$ cat src/rtl/imem_loader.sv
// ---------------------------------------------------------------------------
// imem_loader
//
// Byte-stream program loader feeding the write port of the instruction
// memory.  A frame is SYNC_BYTE, LEN, LEN data bytes and (optionally) a
// checksum byte.  Data bytes are written sequentially from BASE_ADDR.  The
// CPU is held for the whole frame, and the outcome is reported at the end.
//
// Optional feature macro: IMEM_LOADER_CKSUM_EN
//   defined   -> a trailing checksum byte (mod-256 sum of the data) is
//                expected and checked; load_err reports a bad frame.
//   undefined -> frame ends after the last data byte; load_err is tied 0
//                and no running-sum logic exists.
//
// Ports:
//   clk          system clock
//   rst          synchronous active-high reset
//   in_data      stream byte
//   in_valid     in_data valid
//   in_ready     loader accepts a byte this cycle
//   mem_we       instruction-memory write strobe
//   mem_addr     write address
//   mem_wdata    write data
//   cpu_hold     stall PC/writeback while high
//   load_done    one-cycle pulse, frame loaded (and checksum good)
//   load_err     sticky, last frame failed its checksum
//   words_loaded data bytes written by the current/last frame
// ---------------------------------------------------------------------------
module imem_loader #(
  parameter int                ADDR_W    = 8,
  parameter int                DATA_W    = 8,
  parameter logic [DATA_W-1:0] SYNC_BYTE = 8'hA5,
  parameter logic [ADDR_W-1:0] BASE_ADDR = '0
) (
  input  logic              clk,
  input  logic              rst,
  input  logic [DATA_W-1:0] in_data,
  input  logic              in_valid,
  output logic              in_ready,
  output logic              mem_we,
  output logic [ADDR_W-1:0] mem_addr,
  output logic [DATA_W-1:0] mem_wdata,
  output logic              cpu_hold,
  output logic              load_done,
  output logic              load_err,
  output logic [ADDR_W:0]   words_loaded
);

  // Remaining-byte counter must hold both 2^DATA_W (LEN = 0) and 2^ADDR_W.
  localparam int               CNT_W     = ((DATA_W > ADDR_W) ? DATA_W : ADDR_W) + 1;
  localparam logic [CNT_W-1:0] FULL_LEN  = CNT_W'(1) << DATA_W;
  localparam logic [CNT_W-1:0] MAX_WORDS = CNT_W'(1) << ADDR_W;

  typedef enum logic [2:0] {
    S_IDLE,
    S_LEN,
    S_DATA,
    S_CKSUM,
    S_FINISH
  } state_t;

  state_t            state;
  state_t            state_next;
  logic              accept;
  logic [CNT_W-1:0]  len_count;
  logic [CNT_W-1:0]  remaining;
  logic [ADDR_W-1:0] wr_addr;
  logic              mem_we_q;

`ifdef IMEM_LOADER_CKSUM_EN
  logic [DATA_W-1:0] sum;
  logic              ok;
  logic              load_err_q;

  assign load_err = load_err_q;
`else
  assign load_err = 1'b0;
`endif

  assign in_ready = !rst && (state != S_FINISH);
  assign accept   = in_valid && in_ready;

  // A strobe registered just before reset must not reach the memory.
  assign mem_we = mem_we_q && !rst;

  // LEN byte to payload length: 0 means a full 2^DATA_W, clipped to memory size.
  always_comb begin
    len_count = (in_data == '0) ? FULL_LEN : CNT_W'(in_data);
    if (len_count > MAX_WORDS) begin
      len_count = MAX_WORDS;
    end
  end

  always_ff @(posedge clk) begin
    if (rst) begin
      state <= S_IDLE;
    end else begin
      state <= state_next;
    end
  end

  always_comb begin
    state_next = state;
    case (state)
      S_IDLE: begin
        if (accept && (in_data == SYNC_BYTE)) begin
          state_next = S_LEN;
        end
      end
      S_LEN: begin
        if (accept) begin
          state_next = S_DATA;
        end
      end
      S_DATA: begin
        if (accept && (remaining == CNT_W'(1))) begin
`ifdef IMEM_LOADER_CKSUM_EN
          state_next = S_CKSUM;
`else
          state_next = S_FINISH;
`endif
        end
      end
      S_CKSUM: begin
        if (accept) begin
          state_next = S_FINISH;
        end
      end
      S_FINISH: begin
        state_next = S_IDLE;
      end
      default: begin
        state_next = S_IDLE;
      end
    endcase
  end

  // load_done is registered on leaving FINISH, so it rises together with
  // the release of cpu_hold.
  always_ff @(posedge clk) begin
    if (rst) begin
      mem_we_q     <= 1'b0;
      mem_addr     <= BASE_ADDR;
      mem_wdata    <= '0;
      cpu_hold     <= 1'b0;
      load_done    <= 1'b0;
      words_loaded <= '0;
      wr_addr      <= BASE_ADDR;
      remaining    <= '0;
`ifdef IMEM_LOADER_CKSUM_EN
      sum          <= '0;
      ok           <= 1'b0;
      load_err_q   <= 1'b0;
`endif
    end else begin
      mem_we_q  <= 1'b0;
      load_done <= 1'b0;
      case (state)
        S_IDLE: begin
          if (accept && (in_data == SYNC_BYTE)) begin
            cpu_hold     <= 1'b1;
            words_loaded <= '0;
            wr_addr      <= BASE_ADDR;
            mem_addr     <= BASE_ADDR;
`ifdef IMEM_LOADER_CKSUM_EN
            sum          <= '0;
            load_err_q   <= 1'b0;
`endif
          end
        end
        S_LEN: begin
          if (accept) begin
            remaining <= len_count;
          end
        end
        S_DATA: begin
          if (accept) begin
            mem_we_q     <= 1'b1;
            mem_wdata    <= in_data;
            mem_addr     <= wr_addr;
            wr_addr      <= wr_addr + ADDR_W'(1);
            words_loaded <= words_loaded + (ADDR_W+1)'(1);
            remaining    <= remaining - CNT_W'(1);
`ifdef IMEM_LOADER_CKSUM_EN
            sum          <= sum + in_data;
`endif
          end
        end
`ifdef IMEM_LOADER_CKSUM_EN
        S_CKSUM: begin
          if (accept) begin
            ok <= (in_data == sum);
          end
        end
`endif
        S_FINISH: begin
          cpu_hold <= 1'b0;
`ifdef IMEM_LOADER_CKSUM_EN
          load_done <= ok;
          if (!ok) begin
            load_err_q <= 1'b1;
          end
`else
          load_done <= 1'b1;
`endif
        end
        default: begin
        end
      endcase
    end
  end

endmodule
$ cat config.mk
export PLATFORM = sky130hd
export DESIGN_NAME = imem_loader
export DESIGN_NICKNAME = d
export VERILOG_FILES = /design/src/rtl/imem_loader.sv
export SDC_FILE = /design/constraint.sdc
export NUM_CORES = 1
export LEC_CHECK = 0
export CELL_PAD_IN_SITES_DETAIL_PLACEMENT = 0
export CELL_PAD_IN_SITES_GLOBAL_PLACEMENT = 1
export CORE_ASPECT_RATIO = 1.4
export CORE_MARGIN = 2
export CORE_UTILIZATION = 25
export CTS_CLUSTER_DIAMETER = 30
export CTS_CLUSTER_SIZE = 25
export DETAILED_ROUTE_END_ITERATION = 6
export DONT_BUFFER_PORTS = 1
export PLACE_DENSITY_LB_ADDON = 0.15
export SYNTH_ARGS = -nofsm -noshare
export SYNTH_HDL_FRONTEND = slang
export SYNTH_SLANG_ARGS = --single-unit
$ cat constraint.sdc
create_clock -name clk -period 3.9 [get_ports clk]
set_clock_uncertainty 0.1 [all_clocks]
set_input_delay 0.585 -clock clk [delete_from_list [all_inputs] [get_ports clk]]
set_output_delay 0.585 -clock clk [all_outputs]
set_load 0.01 [all_outputs]
==> results.py <==
metrics = {
    "finish": {
        "antenna_cells": 0,
        "drive_gt1_share_pct": 5.882,
        "n_fill_cell": 997,
        "layout.area.seq_sq_um": 960.9,
        "multiInputGateArea_sq_mm": 0.001194,
        "area_delta_synth_final_pct": 10.27,
        "fin_nets": 286,
        "stdcell_area_sq_mm": 0.002499,
    },
    "sta": {
        "hold_ws_ns": 0.2528,
        "finalMaxSlewViolations": 0,
        "tightest_slew_ns": 0.8283,
        "hold_viol": 0,
        "slew_headroom_pct": 44.67,
        "fin_crit_sh_pct": 62.99,
        "fin_crit_ns": 2.457,
        "setup_viol": 0,
        "grt_setup_unrepaired": "false",
        "worst_slack_ns": 1.443,
        "setup_tns_ns": 0,
        "fmax_mhz": 407.0,
    },
    "route": {
        "postRouteAntennaNets": 0,
        "post_drt_wl_per_cell_microns": 16.53,
        "viasPerCell": 5.296,
        "vias": 2007,
        "drt_iter0_markers": 85,
        "firstDrtPassIters": 4,
        "wl_mm": 6.263,
        "route.detailed.drc": 0,
    },
    "worst_setup_path": {
        "crit_chain": "or4_4 -> o21ba_1 -> buf_4 -> or4_1 -> a21oi_1",
        "crit_start": "in_data[1]",
        "crit_path_start_kind": "input port",
        "worst-r2r-cell-count": 4,
        "cp_max_fo": 28,
        "worstPathRequired_ns": 4.03,
        "cp_slowest_cell": "or4_4",
        "worstPathArrival_ns": 2.59,
        "critPathCaptureType": "flip-flop",
        "crit_path_end": "wr_addr[7]$_SDFFE_PP0P_",
        "r2r_slack_ns": 1.74,
        "reg2reg_to": "remaining[3]$_SDFFE_PP0P_",
        "r2r_start": "state[2]$_SDFFE_PP0P_",
        "crit_type": "in2reg",
        "critPathMaxStageDelay_ns": 0.55,
    },
    "floorplanning": {
        "initial_core_util_pct": 25.39,
        "die_w_microns": 84.46,
        "die_height_microns": 116.6,
        "dieArea_sq_mm": 0.009852,
        "core_sq_mm": 0.008926,
        "rows": 41,
        "pin_count": 41,
    },
    "hold_path": {
        "holdCritPathClass": "in2reg",
        "whs_path_depth": 1,
    },
    "synthesis": {
        "yosys_warnings": 0,
        "postSynthCellCount": 283,
        "ys_ff_latch": 48,
        "syn_nets": 298,
        "yosysSeqAreaShare_pct": 42.41,
        "syn_avg_cell_area_sq_um": 8.007,
        "ys_types": 42,
        "synthesis.area_sq_mm": 0.002266,
    },
    "clock_tree": {
        "cts_tree": "yes",
        "ctsResizeCount": 0,
        "ctsLongestPathBuffers": 2,
        "htreeDepth": 2,
        "postCtsSetupBuffers": 0,
        "cts-root-buf": "clkbuf_16",
        "numCtsBuffers": 5,
        "clk_pin_slew_ns": 0.07,
        "clock_latency_ns": 0.30,
        "cts_hold_buf": 0,
        "clkSinkCount": 48,
    },
    "global_route": {
        "met3_usage_pct": 4.028,
        "grt_util_met2_pct": 23.60,
        "grt_pass1_wl_mm": 10.34,
        "grt_max_degree": 29,
        "grt_overflow": 0,
        "met1_usage_pct": 14.69,
        "grt.busiest_layer": "met2",
        "grt_util_all_layers_pct": 13.24,
        "antenna_found_initial": 0,
        "grt_pass1_vias": 2005,
    },
    "flow_run": {
        "drv_cap": 0,
    },
    "placement": {
        "io_buffers": 0,
        "dpl-instance-area_sq_mm": 0.002326,
        "hpwl_mm": 4.270,
        "dp_slack_ns": 1.143,
        "place_congestion": 0.7658,
    },
    "outcome": {
        "status": "completed",
    },
    "power": {
        "ir_drop_mv": 0.1321,
        "p_per_area_mw_per_mm2": 410.4,
        "power.leakage_nw": 0.7504,
    },
}
[power breakdown]
part / leakage, nW / internal (mW) / switching (mW)
clock: 0.0840 / 0.305 / 0.209
combinational: 0.280 / 0.00577 / 0.0155
sequential: 0.386 / 0.490 / 0.000225
[cells in the mapped netlist]
library cell / n / area [sq um]
o21ba_1: 1 / 10.01
nor2_1: 12 / 45.04
clkbuf_1: 17 / 63.81
buf_1: 1 / 3.750
or4_4: 1 / 11.26
nor4b_2: 1 / 15.01
nand2b_1: 1 / 6.260
o21bai_1: 1 / 7.510
dfxtp_1: 48 / 960.9
o32ai_1: 1 / 8.760
or3b_2: 1 / 8.760
o21ai_0: 33 / 165.2
or3_1: 10 / 62.56
a41o_1: 1 / 10.01
a31oi_1: 2 / 12.51
ha_1: 4 / 50.05
a211oi_1: 2 / 15.01
nand4_1: 6 / 37.54
xor2_1: 1 / 8.760
a41oi_1: 1 / 8.760
mux2_2: 1 / 11.26
and2_1: 1 / 6.260
o2111ai_1: 1 / 8.760
buf_2: 2 / 10.01
inv_1: 4 / 15.01
nor4_1: 5 / 31.28
buf_6: 1 / 11.26
nand2_1: 21 / 78.83
nor2b_1: 5 / 31.28
nor3b_2: 1 / 12.51
nand3_1: 17 / 85.08
o211ai_1: 1 / 7.510
buf_4: 1 / 7.510
o31ai_1: 6 / 45.04
or4_1: 7 / 52.55
nor3b_1: 1 / 7.510
and3_1: 5 / 31.28
a21oi_1: 46 / 230.2
nor3_1: 6 / 30.03
a21o_1: 3 / 22.52
a22oi_1: 2 / 15.01
conb_1: 1 / 3.750
[layer usage]
metal  up-vias  routed length [microns]
met5         -                        0
met4         0                      129
met3         9                      295
met2        34                     3173
met1       949                     2664
li1       1015                        -
[worst min-delay path by stage]
stage	start	endpoint	slack, ns
after CTS	rst	remaining[6]$_SDFFE_PP0P_	0.24
after floorplan	wr_addr[7]$_SDFFE_PP0P_	mem_addr[7]$_SDFFE_PP0P_	0.35
after detailed placement	wr_addr[7]$_SDFFE_PP0P_	wr_addr[7]$_SDFFE_PP0P_	0.38
after global routing	rst	remaining[7]$_SDFFE_PP0P_	0.24
after global placement	wr_addr[7]$_SDFFE_PP0P_	wr_addr[7]$_SDFFE_PP0P_	0.38
final	rst	remaining[7]$_SDFFE_PP0P_	0.25
[layout make-up]
cell class / count / area share (%)
flip-flops and latches: 48 / 38.46
multi-input cells: 209 / 47.77
clock buffers: 5 / 5.008
repair buffers: 3 / 0.9014
inverters: 4 / 0.6009
clock inverters: 3 / 1.903
well taps: 107 / 5.358
[cell usage in the layout (no fill, tap or decap), drive strengths merged, types with 2 or more instances in the layout]
cell type  Yosys  layout
nand2         21      21
nor2          12      12
or4            8       8
clkbuf        17       5
clkinv         0       2
a22oi          2       2
dfxtp         48      48
buf            5       3
o21ai         33      33
and3           5       5
or3           10      10
a31oi          2       2
ha             4       4
inv            4       4
o31ai          6       6
a211oi         2       2
nor2b          5       5
nor4           5       5
nand4          6       6
nand3         17      17
a21oi         46      46
nor3b          2       2
a21o           3       3
nor3           6       6
[worst max-delay path, delay by kind of cell]
kind,cells,cell delay (ns)
AND/OR/NAND/NOR,2,1.06
buffers and inverters,1,0.31
AO/OA/AOI/OAI,2,0.62
[kinds of logic after synthesis]
group / count (synthesis) / synth area share [%]
AND/OR/NAND/NOR: 101 / 24.41
other: 1 / 0.1655
flip-flops: 48 / 42.41
buffers and inverters: 26 / 4.914
AO/OA/AOI/OAI: 101 / 25.01
multiplexers: 1 / 0.4969
XOR/XNOR: 1 / 0.3866
adder cells (fa/ha/maj): 4 / 2.209
[sequential cells by signal, indices dropped and copies added, names as in the netlist]
signal and cells:
load_done 1, mem_we_q 1, cpu_hold 1, words_loaded 9, remaining 9, wr_addr 8, state 3, mem_wdata 8
mem_addr 8
[through the flow]
stage | cells | total power, mW | utilization [%]
3_5_place_dp | 371 | 0.5234 | 26.06
5_1_grt | 379 | 1.065 | 27.99
3_3_place_gp | 371 | 0.5235 | 26.06
4_1_cts | 379 | 1.043 | 27.99
2_1_floorplan | 283 | 0.5230 | -
6_report | 379 | 1.025 | 27.99
(Power assumes the default switching activity.)
